`config.mk`:
```
export PLATFORM = sky130hd
export DESIGN_NAME = lab3_mem_line_serializer
export DESIGN_NICKNAME = d
export VERILOG_FILES = /design/src/rtl/lab3_mem_line_serializer.sv
export SDC_FILE = /design/constraint.sdc
export NUM_CORES = 1
export LEC_CHECK = 0
export CORE_MARGIN = 2
export CORE_UTILIZATION = 51
export DETAILED_ROUTE_END_ITERATION = 8
export GPL_ROUTABILITY_DRIVEN = 0
export PLACE_DENSITY = 0.84
export RECOVER_POWER = 50
export SYNTH_ARGS = -nofsm -noshare
export SYNTH_HDL_FRONTEND = slang
export SYNTH_SLANG_ARGS = --single-unit
```
`constraint.sdc`:
```
create_clock -name clk -period 8.7 [get_ports clk]
set_input_delay 0.87 -clock clk [delete_from_list [all_inputs] [get_ports clk]]
set_output_delay 0.87 -clock clk [all_outputs]
set_load 0.005 [all_outputs]
```
`src/rtl/lab3_mem_line_serializer.sv`:
```
// Line-to-word memory serializer: splits a cache line request into
// word requests and assembles the replies. Option: LAB3_MEM_SERIALIZER_PIPE_EN.
module lab3_mem_line_serializer #(
  parameter int p_words = 4
) (
  input  logic                   clk,
  input  logic                   reset,
  input  logic                   lreq_val,
  output logic                   lreq_rdy,
  input  logic                   lreq_type,
  input  logic [31:0]            lreq_addr,
  input  logic [7:0]             lreq_opaque,
  input  logic [32*p_words-1:0]  lreq_data,
  output logic                   lresp_val,
  input  logic                   lresp_rdy,
  output logic                   lresp_type,
  output logic [7:0]             lresp_opaque,
  output logic [32*p_words-1:0]  lresp_data,
  output logic                   wreq_val,
  input  logic                   wreq_rdy,
  output logic                   wreq_type,
  output logic [31:0]            wreq_addr,
  output logic [31:0]            wreq_data,
  input  logic                   wresp_val,
  output logic                   wresp_rdy,
  input  logic [31:0]            wresp_data
);

  localparam int lw = 32 * p_words;
  localparam int cw = $clog2(p_words) + 1;
  localparam int iw = (p_words > 1) ? $clog2(p_words) : 1;
  localparam logic [31:0] amask = ~(32'(lw / 8) - 32'd1);
  localparam logic [cw-1:0] last = cw'(p_words - 1);
`ifdef LAB3_MEM_SERIALIZER_PIPE_EN
  localparam logic [cw-1:0] full = cw'(p_words);
`endif

  typedef enum logic [1:0] {
    IDLE,
    ISSUE,
    WAIT,
    RESP
  } state_t;

  state_t          state;
  logic [cw-1:0]   req_cnt;
  logic [cw-1:0]   resp_cnt;
  logic            type_q;
  logic [7:0]      opq_q;
  logic [31:0]     base_q;
  logic [31:0]     wd_q [p_words];
  logic [31:0]     rd_q [p_words];
  logic [lw-1:0]   line;
  logic [iw-1:0]   req_idx;
  logic [iw-1:0]   resp_idx;
  logic            wreq_fire;
  logic            wresp_fire;

  assign req_idx  = req_cnt[iw-1:0];
  assign resp_idx = resp_cnt[iw-1:0];

  assign lreq_rdy  = !reset && (state == IDLE);
  assign lresp_val = !reset && (state == RESP);

`ifdef LAB3_MEM_SERIALIZER_PIPE_EN
  assign wreq_val  = !reset && (state == ISSUE)
                     && (req_cnt < full);
  assign wresp_rdy = !reset
                     && (state == ISSUE || state == WAIT)
                     && (resp_cnt < req_cnt);
`else
  assign wreq_val  = !reset && (state == ISSUE);
  assign wresp_rdy = !reset && (state == WAIT);
`endif

  assign wreq_fire  = wreq_val && wreq_rdy;
  assign wresp_fire = wresp_val && wresp_rdy;

  assign wreq_type = type_q;
  assign wreq_addr = base_q + 32'({req_cnt, 2'b00});
  assign wreq_data = type_q ? wd_q[req_idx] : 32'h0;

  assign lresp_type   = type_q;
  assign lresp_opaque = opq_q;
  assign lresp_data   = type_q ? '0 : line;

  // pack the read buffer into one line, word 0 in the low bits
  always_comb begin
    line = '0;
    for (int i = 0; i < p_words; i++)
      line[32*i +: 32] = rd_q[i];
  end

  // control FSM with captured request and response buffer
  always_ff @(posedge clk) begin
    if (reset) begin
      state    <= IDLE;
      req_cnt  <= '0;
      resp_cnt <= '0;
      type_q   <= 1'b0;
      opq_q    <= '0;
      base_q   <= '0;
      for (int i = 0; i < p_words; i++) begin
        wd_q[i] <= '0;
        rd_q[i] <= '0;
      end
    end else begin
      unique case (state)
        IDLE: begin
          if (lreq_val) begin
            type_q   <= lreq_type;
            opq_q    <= lreq_opaque;
            base_q   <= lreq_addr & amask;
            req_cnt  <= '0;
            resp_cnt <= '0;
            for (int i = 0; i < p_words; i++)
              wd_q[i] <= lreq_data[32*i +: 32];
            state <= ISSUE;
          end
        end
`ifdef LAB3_MEM_SERIALIZER_PIPE_EN
        ISSUE, WAIT: begin
          if (wreq_fire)
            req_cnt <= req_cnt + cw'(1);
          if (wresp_fire) begin
            rd_q[resp_idx] <= wresp_data;
            resp_cnt <= resp_cnt + cw'(1);
          end
          if (wresp_fire && resp_cnt == last)
            state <= RESP;
          else if (wreq_fire && req_cnt == last)
            state <= WAIT;
        end
`else
        ISSUE: begin
          if (wreq_fire) begin
            req_cnt <= req_cnt + cw'(1);
            state   <= WAIT;
          end
        end
        WAIT: begin
          if (wresp_fire) begin
            rd_q[resp_idx] <= wresp_data;
            resp_cnt <= resp_cnt + cw'(1);
            state <= (resp_cnt == last) ? RESP : ISSUE;
          end
        end
`endif
        RESP: begin
          if (lresp_rdy)
            state <= IDLE;
        end
      endcase
    end
  end

endmodule

```
==> metrics.log <==
[metrics] worst-case clock skew: 10.7 ps
[metrics] y dimension of the die: 167 um
[metrics] fraction of power consumed by combinational cells: 12.3%
[metrics] setup tns final: 0 ps
[metrics] global-route usage over all layers: 23.8%
[metrics] most common cell in the netlist: sky130_fd_sc_hd__edfxtp_1
[metrics] Min-Delay Path Class: flip-flop to flip-flop
[metrics] register area share after synthesis: 64.0%
[metrics] Worst Min Path Start: lresp_opaque[7]$_SDFFE_PP0P_
[metrics] Horiz. Die Dim: 167 um
[metrics] power per standard cell area: 181 nW/um^2
[metrics] Hold Path Sink: lresp_opaque[7]$_SDFFE_PP0P_
[metrics] buffers inserted during post-CTS setup optimization: 0
[metrics] clock latency on the worst-skew pair: 540 ps
[metrics] minimum setup slack among reg-to-reg paths: 4290 ps
[metrics] slowest library cell on the worst path: sky130_fd_sc_hd__clkbuf_1
[metrics] endpoint of the most critical register-to-register path: rd_q[0][16]$_SDFFCE_PN0P_
[metrics] gate count after technology mapping: 1,003
[metrics] violated checks: max-capacitance violations, max-slew violations
[metrics] Worst IR Drop VDD: 0.000164 V
[metrics] largest buffer count on any clock path: 3
[metrics] Pint: 2640 uW
[metrics] initial drt markers: 702
[metrics] count of hold-fix buffers inserted at cts: 0
[metrics] largest stage delay on the critical path: 2820 ps
[metrics] via count of the first global-routing pass: 9,187
[metrics] Avg Vias per Cell: 5.37
[metrics] switching fraction of total power: 21.9%
[metrics] remaining antenna violation count after routing: 0
[metrics] number of warnings reported in the yosys synthesis log: 0
[metrics] category of the most critical setup path: input port to flip-flop
[metrics] clock root buffer: sky130_fd_sc_hd__clkbuf_16
[metrics] reg-to-reg critical path startpoint: state[1]$_SDFFE_PP0P_
[metrics] maximum fanout encountered on the critical timing path: 132
[metrics] pin slew with the least headroom to its limit: 4020 ps
[metrics] most repeated library cell on the critical path: sky130_fd_sc_hd__buf_4
[metrics] number of antenna violations at the first check in global routing: 3
[metrics] post-synthesis register bit count: 303
[metrics] outcome: finished with violations
[metrics] series of cell instances along the critical path: buf_2 > clkbuf_1 > a21oi_2 > buf_4 > inv_4 > buf_4
[metrics] die outline area: 27,700 sq um
[metrics] setup slack at placement: 3860 ps
[metrics] DP HPWL: 23,300 um
[metrics] wire length of the first global-routing pass: 51,500 um
[metrics] grt ovf: 0
[metrics] total standard cell area after synthesis: 13,500 sq um
[metrics] min setup slack post-route: 3170 ps
[metrics] Slew Limit Fails: 248
[metrics] startpoint class of the critical path: input port
[metrics] switching component of the power: 742 uW
[metrics] EDFF count, synth: 256
[metrics] element type at the critical path end: flip-flop
[metrics] drt pass-1 iters: 5
[metrics] count of port buffers added during placement: 406
[metrics] post-cts repair resize count: 0
[metrics] clock-pin transition on the worst setup and hold timing paths: 60 ps
[metrics] Fmax achieved: 181 MHz
[metrics] endpoint required time on the critical path: 8860 ps
[metrics] leakage: 0.00740 uW
[metrics] Num CTS Buffers: 30
[metrics] maximum number of pins on one net before global-route repair: 133
[metrics] average wire per cell in the routed design: 19.6 um
[metrics] arrival time of data at the critical path endpoint: 5690 ps
[metrics] final routed wirelength across all metal layers: 33,900 um
[metrics] leading cell types by total area after synthesis: sky130_fd_sc_hd__edfxtp_1 57%, sky130_fd_sc_hd__and2_1 7.6%, sky130_fd_sc_hd__dfxtp_1 7.0%
[metrics] # rows: 59
[metrics] Post-synth top cells: 256 x sky130_fd_sc_hd__edfxtp_1, 163 x sky130_fd_sc_hd__and2_1, 130 x sky130_fd_sc_hd__and3_1
[metrics] Avg Inst Size Synth: 13.4 sq um
[metrics] area of the placeable core: 26,000 sq um
[metrics] share of Yosys cell area claimed by the top area cell type: 57.0%
[metrics] clock network power share: 36.8%
[metrics] Seq pwr share: 50.9%
[metrics] share of layout cells above drive strength 1: 6.62%
[metrics] number of fill cells in the layout: 1,737
[metrics] io pins: 413
[metrics] most common flop cell mapped by yosys: sky130_fd_sc_hd__edfxtp_1
[metrics] hold depth: 1
[metrics] Remaining DRCs: 0
[metrics] worst slew margin relative to its limit: -168%
[metrics] layout net count: 1,579
[metrics] clock sink total: 303
[metrics] post-synthesis to final-layout area growth: 38.3%
[metrics] setup violation total in the final timing report: 0
[metrics] asr flop ratio synth: 0%
[metrics] maximum capacitance violations: 4
[metrics] CTS H-Tree Depth: 1
[metrics] count of vias placed by the detailed router: 9,278
[metrics] top cell type by total area after synthesis: sky130_fd_sc_hd__edfxtp_1
[metrics] period utilisation layout: 63.6%
[metrics] initial core utilization: 51.9%
[metrics] final core utilization: 71.7%
[metrics] count of cells along the worst register-to-register path: 4
[metrics] unrepaired setup endpoints after global routing: false
[metrics] Min Clock Period, post-route: 5530 ps
[metrics] count of unique library cells instantiated by Yosys: 39
[metrics] number of failing hold endpoints at the final stage: 0
[metrics] CTS tree: yes
[sequential cells by signal, summed over array words and instances, names as in the netlist, named ones only]
signal        cells
wd_q            128
rd_q            128
resp_cnt          3
req_cnt           3
state             2
lresp_opaque      8
lresp_type        1
base_q           28
[worst max path at each step]
stage	from	to	slack (ps)
floorplan	lreq_val	wd_q[0][0]$_SDFFCE_PN0P_	4560
global placement	reset	rd_q[1][14]$_SDFFCE_PN0P_	3960
detailed placement	reset	rd_q[1][7]$_SDFFCE_PN0P_	3860
CTS	reset	rd_q[1][1]$_SDFFCE_PN0P_	4440
global route	lreq_val	wd_q[0][28]$_SDFFCE_PN0P_	2650
finish	lreq_val	wd_q[0][30]$_SDFFCE_PN0P_	3170
[stage by stage]
| stage | std cells | cell area (sq um) | hold slack, ps | total power (uW) |
|---|---|---|---|---|
| floorplan | 1004 | 13500 | 454 | 1910 |
| global placement | 1670 | 17700 | 464 | 2160 |
| detailed placement | 1670 | 17700 | 463 | 2180 |
| CTS | 1725 | 18700 | 482 | 3410 |
| global route | 1728 | 18600 | 504 | 3490 |
| finish | 1728 | 18600 | 480 | 3380 |
[power by group through the flow]
stage / logic (uW) / registers [uW] / clock network [uW]
5_1_grt: 447 / 1730 / 1310
3_5_place_dp: 423 / 1750 / 0
3_3_place_gp: 413 / 1750 / 0
2_1_floorplan: 179 / 1740 / 0
4_1_cts: 424 / 1720 / 1260
6_report: 416 / 1720 / 1240
[area by class of cell]
type | instances | area [sq um] | share of cell area [%]
inverters | 4 | 17.5 | 0.0940
clock buffers | 39 | 816 | 4.38
clock inverters | 16 | 133 | 0.711
well taps | 335 | 419 | 2.25
flip-flops and latches | 303 | 8630 | 46.3
diodes | 3 | 7.51 | 0.0403
multi-input cells | 613 | 4510 | 24.2
repair buffers | 415 | 4120 | 22.1
[critical path: cells and delay by family]
family          cells  cell delay [ps]
buf+inv             5             4700
compound gates      1               20
[per-layer routing]
| metal | global-route usage (%) | up-vias | routed length [um] |
|---|---|---|---|
| met3 | 6.63 | 58 | 2940 |
| li1 | - | 4337 | - |
| met4 | 8.02 | 0 | 960 |
| met1 | 28.3 | 4470 | 12600 |
| met2 | 41.7 | 413 | 17400 |
| met5 | 0 | - | 0 |
[placed cells by master (no fill, tap or decap), types with 5 or more instances in the layout]
master | synthesis | routed
sky130_fd_sc_hd__mux4_2 | 32 | 32
sky130_fd_sc_hd__xnor2_1 | 17 | 17
sky130_fd_sc_hd__buf_4 | 7 | 6
sky130_fd_sc_hd__dfxtp_1 | 47 | 46
sky130_fd_sc_hd__nand3_1 | 9 | 9
sky130_fd_sc_hd__and3_1 | 130 | 130
sky130_fd_sc_hd__a22o_1 | 36 | 36
sky130_fd_sc_hd__dlygate4sd3_1 | 0 | 42
sky130_fd_sc_hd__xor2_1 | 9 | 9
sky130_fd_sc_hd__clkbuf_16 | 0 | 31
sky130_fd_sc_hd__nand4_1 | 12 | 12
sky130_fd_sc_hd__a21oi_1 | 8 | 7
sky130_fd_sc_hd__clkinv_2 | 0 | 6
sky130_fd_sc_hd__nor2_1 | 15 | 14
sky130_fd_sc_hd__clkinv_1 | 0 | 5
sky130_fd_sc_hd__nand2_1 | 17 | 17
sky130_fd_sc_hd__edfxtp_1 | 256 | 256
sky130_fd_sc_hd__clkbuf_1 | 71 | 10
sky130_fd_sc_hd__nor2b_1 | 129 | 129
sky130_fd_sc_hd__clkdlybuf4s50_1 | 0 | 363
sky130_fd_sc_hd__and2_1 | 163 | 121
sky130_fd_sc_hd__and2_0 | 0 | 42
sky130_fd_sc_hd__ha_1 | 5 | 5
[cells by family (layout without fill, tap and decap cells)]
kind of cell	after synthesis	count (layout)	share of synthesized area (%)
fa+ha+maj	5	5	0.464
mux	34	34	5.49
simple gates	498	498	22.8
buf+inv	88	474	2.67
compound gates	48	48	2.83
other cells	1	5	0.0278
xor+xnor	26	26	1.69
flops	303	303	64.0
Note: power is estimated with default switching activity, not from simulation.
